[src/rtl/dmem_port_arbiter.sv]
// dmem_port_arbiter
//   Owns the single data-memory port and arbitrates among ROB-committed
//   stores, load/store-unit load reads and buffered prefetch hints. Only one
//   transaction is in flight at a time, and priority is fixed as
//   store > load > prefetch.
//
// Ports
//   clk, rst                          clock, synchronous active-high reset
//   ld_req/ld_addr -> ld_done/ld_data load requester handshake and result
//   st_req/st_addr/st_data/st_mask    store requester, acked by st_done
//   pf_valid/pf_addr, pf_full         prefetch hint strobe, hint FIFO full
//   mem_req/we/addr/wdata/wmask       memory request, held until mem_ready
//   mem_ready/mem_rdata               memory completion and read data
module dmem_port_arbiter #(
   parameter int ADDR_WIDTH = 32,
   parameter int DATA_WIDTH = 32,
   parameter int PF_DEPTH   = 2
) (
   input  logic                  clk,
   input  logic                  rst,
   input  logic                  ld_req,
   input  logic [ADDR_WIDTH-1:0] ld_addr,
   output logic                  ld_done,
   output logic [DATA_WIDTH-1:0] ld_data,
   input  logic                  st_req,
   input  logic [ADDR_WIDTH-1:0] st_addr,
   input  logic [DATA_WIDTH-1:0] st_data,
   input  logic [3:0]            st_mask,
   output logic                  st_done,
   input  logic                  pf_valid,
   input  logic [ADDR_WIDTH-1:0] pf_addr,
   output logic                  pf_full,
   output logic                  mem_req,
   output logic                  mem_we,
   output logic [ADDR_WIDTH-1:0] mem_addr,
   output logic [DATA_WIDTH-1:0] mem_wdata,
   output logic [3:0]            mem_wmask,
   input  logic                  mem_ready,
   input  logic [DATA_WIDTH-1:0] mem_rdata
);

   localparam int PW = $clog2(PF_DEPTH);
   localparam int CW = PW + 1;

   localparam logic [1:0] IDLE  = 2'd0;
   localparam logic [1:0] STORE = 2'd1;
   localparam logic [1:0] LOAD  = 2'd2;
   localparam logic [1:0] PREF  = 2'd3;

   logic [1:0]            state;

   logic [ADDR_WIDTH-1:0] pf_mem [PF_DEPTH];
   logic [PW-1:0]         rd_ptr;
   logic [PW-1:0]         wr_ptr;
   logic [CW-1:0]         pf_count;

   logic                  st_q;
   logic                  ld_q;
   logic                  pf_empty;
   logic                  pf_dup;
   logic                  pf_push;
   logic                  pf_pop;
   logic [ADDR_WIDTH-1:0] pf_line;
   logic [ADDR_WIDTH-1:0] ld_line;

   // A requester still sees its own req high in the cycle done pulses;
   // masking it there prevents a second, duplicate transaction.
   assign st_q = st_req && !st_done;
   assign ld_q = ld_req && !ld_done;

   assign pf_line  = {pf_addr[ADDR_WIDTH-1:2], 2'b00};
   assign ld_line  = {ld_addr[ADDR_WIDTH-1:2], 2'b00};
   assign pf_empty = (pf_count == '0);
   assign pf_full  = (pf_count == CW'(PF_DEPTH));

   // The most recently pushed entry sits just below wr_ptr and is still
   // present whenever the FIFO is non-empty (pops remove the oldest first).
   assign pf_dup  = !pf_empty && (pf_mem[wr_ptr - PW'(1)] == pf_line);
   assign pf_push = pf_valid && !pf_full && !pf_dup;
   assign pf_pop  = (state == IDLE) && !st_q && !ld_q && !pf_empty;

   always_ff @(posedge clk) begin
      if (pf_push)
         pf_mem[wr_ptr] <= pf_line;
   end

   always_ff @(posedge clk) begin
      if (rst) begin
         rd_ptr   <= '0;
         wr_ptr   <= '0;
         pf_count <= '0;
      end else begin
         if (pf_push)
            wr_ptr <= wr_ptr + PW'(1);
         if (pf_pop)
            rd_ptr <= rd_ptr + PW'(1);
         pf_count <= pf_count + CW'(pf_push) - CW'(pf_pop);
      end
   end

   always_ff @(posedge clk) begin
      if (rst) begin
         state     <= IDLE;
         mem_req   <= 1'b0;
         mem_we    <= 1'b0;
         mem_addr  <= '0;
         mem_wdata <= '0;
         mem_wmask <= '0;
         ld_done   <= 1'b0;
         st_done   <= 1'b0;
         ld_data   <= '0;
      end else begin
         ld_done <= 1'b0;
         st_done <= 1'b0;
         case (state)
            IDLE: begin
               if (st_q) begin
                  state     <= STORE;
                  mem_req   <= 1'b1;
                  mem_we    <= 1'b1;
                  mem_addr  <= st_addr;
                  mem_wdata <= st_data;
                  mem_wmask <= st_mask;
               end else if (ld_q) begin
                  state     <= LOAD;
                  mem_req   <= 1'b1;
                  mem_we    <= 1'b0;
                  mem_addr  <= ld_line;
                  mem_wmask <= '0;
               end else if (!pf_empty) begin
                  state     <= PREF;
                  mem_req   <= 1'b1;
                  mem_we    <= 1'b0;
                  mem_addr  <= pf_mem[rd_ptr];
                  mem_wmask <= '0;
               end
            end
            STORE, LOAD, PREF: begin
               if (mem_ready) begin
                  state   <= IDLE;
                  mem_req <= 1'b0;
                  if (state == STORE)
                     st_done <= 1'b1;
                  if (state == LOAD) begin
                     ld_done <= 1'b1;
                     ld_data <= mem_rdata;
                  end
               end
            end
            default: begin
               state   <= IDLE;
               mem_req <= 1'b0;
            end
         endcase
      end
   end

endmodule
[config.mk]
export PLATFORM = sky130hd
export DESIGN_NAME = dmem_port_arbiter
export DESIGN_NICKNAME = d
export VERILOG_FILES = /design/src/rtl/dmem_port_arbiter.sv
export SDC_FILE = /design/constraint.sdc
export NUM_CORES = 1
export LEC_CHECK = 0
export BUFFER_PORTS_ARGS = -buffer_cell sky130_fd_sc_hd__buf_2
export CORE_ASPECT_RATIO = 2
export CORE_MARGIN = 2
export CORE_UTILIZATION = 53
export DETAILED_ROUTE_END_ITERATION = 6
export PLACE_DENSITY_LB_ADDON = 0.2
export SLEW_MARGIN = 30
export SYNTH_ARGS = -nofsm -noshare
export SYNTH_HDL_FRONTEND = slang
export SYNTH_SLANG_ARGS = --single-unit
[constraint.sdc]
create_clock -name clk -period 6.4 [get_ports clk]
set_input_delay 1.28 -clock clk [delete_from_list [all_inputs] [get_ports clk]]
set_output_delay 1.28 -clock clk [all_outputs]
set_load 0.05 [all_outputs]
==> metrics.cfg <==
[setup_path]
cp_cell_sequence = buf_4 > mux2i_1 > xnor2_1 > nor4_1 > nand4_1 > o221ai_2 > ha_1 > inv_1 > ha_1 > xnor2_1 > xnor2_1 > nor2_1
cp_slowest_stage_delay_ns = 0.61
critPathSlowestCell = nor4_1
cpMostUsedCell = xnor2_1
crit_fanout = 33
regToRegSetupSlack_ns = 3.08
required_ns = 6.67
end_kind = register
cp-start-kind = register
worstPathArrival_ns = 3.59
worstSetupPathType = register to register

[layout]
final_util_pct = 68.8
syn2layout_area_growth_pct = 28.2
fillers = 1143
drive_gt1_share_pct = 33.1
final_net_count = 1140

[route]
routed-via-count = 6118
ant_nets = 0
wl_per_cell_um = 16.6
drt-vias-per-instance = 5.38
first_iter_violations = 226
firstDrtPassIters = 5
wirelength_um = 18900
drc = 0

[clocking]
clk_latency_ns = 0.42
cts_setup_buffers = 0
path_clk_slew_ns = 0.07
holdBufCountCts = 0
clkSinkCount = 171
cts_buffers = 17
cts_tree = built
post_cts_resized = 0
clk_path_buf_depth = 2
htreeDepth = 4
cts-root-buf = clkbuf_16

[yosys]
synth_warnings = 0
synth_area_leaders = dfxtp_1 (31%), edfxtp_1 (25%), mux2i_1 (8.4%), nand2_1 (6.8%), a211oi_1 (6.4%)
async_flop_share_pct = 0
syn_area_um2 = 7170
syn_area_per_cell_um2 = 9.90
synth-seq-area-share_pct = 56.1
synth.most_common_cell = nand2_1
synthCells = 724
syn_nets = 896
synth_seq_cells = 171
synth_top_area_cell = dfxtp_1
synth_top_area_share_pct = 31.0
synth_commonest_cells = nand2_1 (130), dfxtp_1 (111), nor2_1 (80), a21oi_1 (67), a211oi_1 (61)
synth_edf_count = 60
yosysUniqueCellTypes = 30
synth_flop_cell = dfxtp_1

[floorplanning]
core_um2 = 13400
rows = 60
die_x_um = 86.2
die_y_um = 168
initial_core_util_pct = 53.7
die_area_um2 = 14500
ios = 275

[run]
max-cap-violations = 0

[power]
p_seq_share_pct = 40.4
vdd_drop_max_mv = 0.217
power_frac_comb_pct = 30.0
leakage_nw = 3.82
p_int_w = 0.00213
power.total_w = 0.00342
clock_power_share_pct = 29.6
p_sw_w = 0.00128
sw_frac_of_total_pct = 37.5
p_per_area_nw_per_um2 = 372

[place]
hpwl_um = 13600
gp_congestion = 0.862
io_buffers = 270

[sta]
worst_pin_slew_ns = 0.982
period_share_pct = 51.8
clock_skew_ns = 0.0168
finalCriticalPeriod_ns = 3.32
drv_slew = 0
finalSetupViolations = 0
tns_ns = 0
hold_viol = 0
maxSlewHeadroom_pct = 34.5
fmax_ghz = 0.301
rsz0062_at_grt = false

[global_route]
grt_antenna_before_repair = 2
grt_overflow = 0
grt_max_degree = 113
grt_pass1_vias = 5828
grt_usage_pct = 25.4
grt_pass1_wl_um = 28700

[worst_hold_path]
hold_class = register to register

[outcome]
outcome = finished clean

[placed cells by master (no fill, tap or decap), types with 4 or more instances in the layout]
master     instances
buf_4              7
a21oi_1           67
edfxtp_1          60
inv_8              5
xnor2_1           33
a22oi_1            6
nor4_1             7
buf_2            269
nand2_1          129
mux2i_1           60
nor3_1            32
a211oi_1          61
dfxtp_1          109
inv_6              4
nor2_1            77
clkbuf_16         17
[flip-flops by register name, indices dropped and copies added (netlist names), named ones only]
name / flops
ld_data: 32
ld_done: 1
mem_addr: 32
mem_req: 1
mem_wdata: 32
mem_we: 1
mem_wmask: 4
pf_count: 2
pf_mem: 60
rd_ptr: 1
st_done: 1
state: 2
wr_ptr: 1
[per-layer routing]
metal | routed length [µm] | track usage [%]
met4 | 782 | 12.5
met2 | 10000 | 45.8
met5 | 0 | 0
met3 | 1090 | 5.02
met1 | 6940 | 27.7
[power by group through the flow]
stage | registers [W] | clock network, W | logic (W)
2_1_floorplan | 0.00167 | 0 | 0.000470
3_3_place_gp | 0.00139 | 0 | 0.00102
3_5_place_dp | 0.00140 | 0 | 0.00103
4_1_cts | 0.00138 | 0.00103 | 0.00103
5_1_grt | 0.00140 | 0.00107 | 0.00110
6_report | 0.00138 | 0.00101 | 0.00102
[cells by family after synthesis]
kind of cell	after synthesis	synth area share, %
DFF	171	56.1
muxes	61	8.59
AOI/OAI and AO/OA	138	12.2
adders and majority gates	2	0.349
buffers and inverters	57	3.54
and+or+nand+nor	262	15.1
xor gates and xnor gates	33	4.03
[critical path: cells and delay by family, from the launching register on]
family	cells	cell delay [ns]
AOI/OAI and AO/OA	1	0.33
xor gates and xnor gates	3	0.36
muxes	1	0.32
and+or+nand+nor	3	0.88
DFF	1	0.31
buffers and inverters	2	0.53
adders and majority gates	2	0.43
[per-stage QoR]
step / instance area (µm²) / setup slack (ns) / hold WS (ns) / std cells
3_5_place_dp: 8600 / 2.85 / 0.443 / 1104
4_1_cts: 9190 / 3.16 / 0.453 / 1136
6_report: 9190 / 3.08 / 0.452 / 1138
2_1_floorplan: 7170 / 2.97 / 0.476 / 724
5_1_grt: 9190 / 2.96 / 0.466 / 1138
3_3_place_gp: 8570 / 2.84 / 0.438 / 1102
[path summary, 6_finish.rpt]
path	from	to	cells after the start
min reg2reg	ld_data[19]	ld_data[19]	2
max	wr_ptr	pf_count[1]	12
min	ld_data[19]	ld_data[19]	2
max reg2reg	wr_ptr	pf_count[1]	12
[final cells by class]
cell class / count / area, µm² / area share, %
multi-input cells: 496 / 2940 / 31.9
inverters: 3 / 11.3 / 0.122
clock inverters: 14 / 145 / 1.58
well taps: 155 / 194 / 2.11
flip-flops and latches: 171 / 4030 / 43.8
diodes: 2 / 5.00 / 0.0544
clock buffers: 18 / 439 / 4.78
repair buffers: 279 / 1440 / 15.6
No activity file was read; power rests on OpenSTA's default activity.
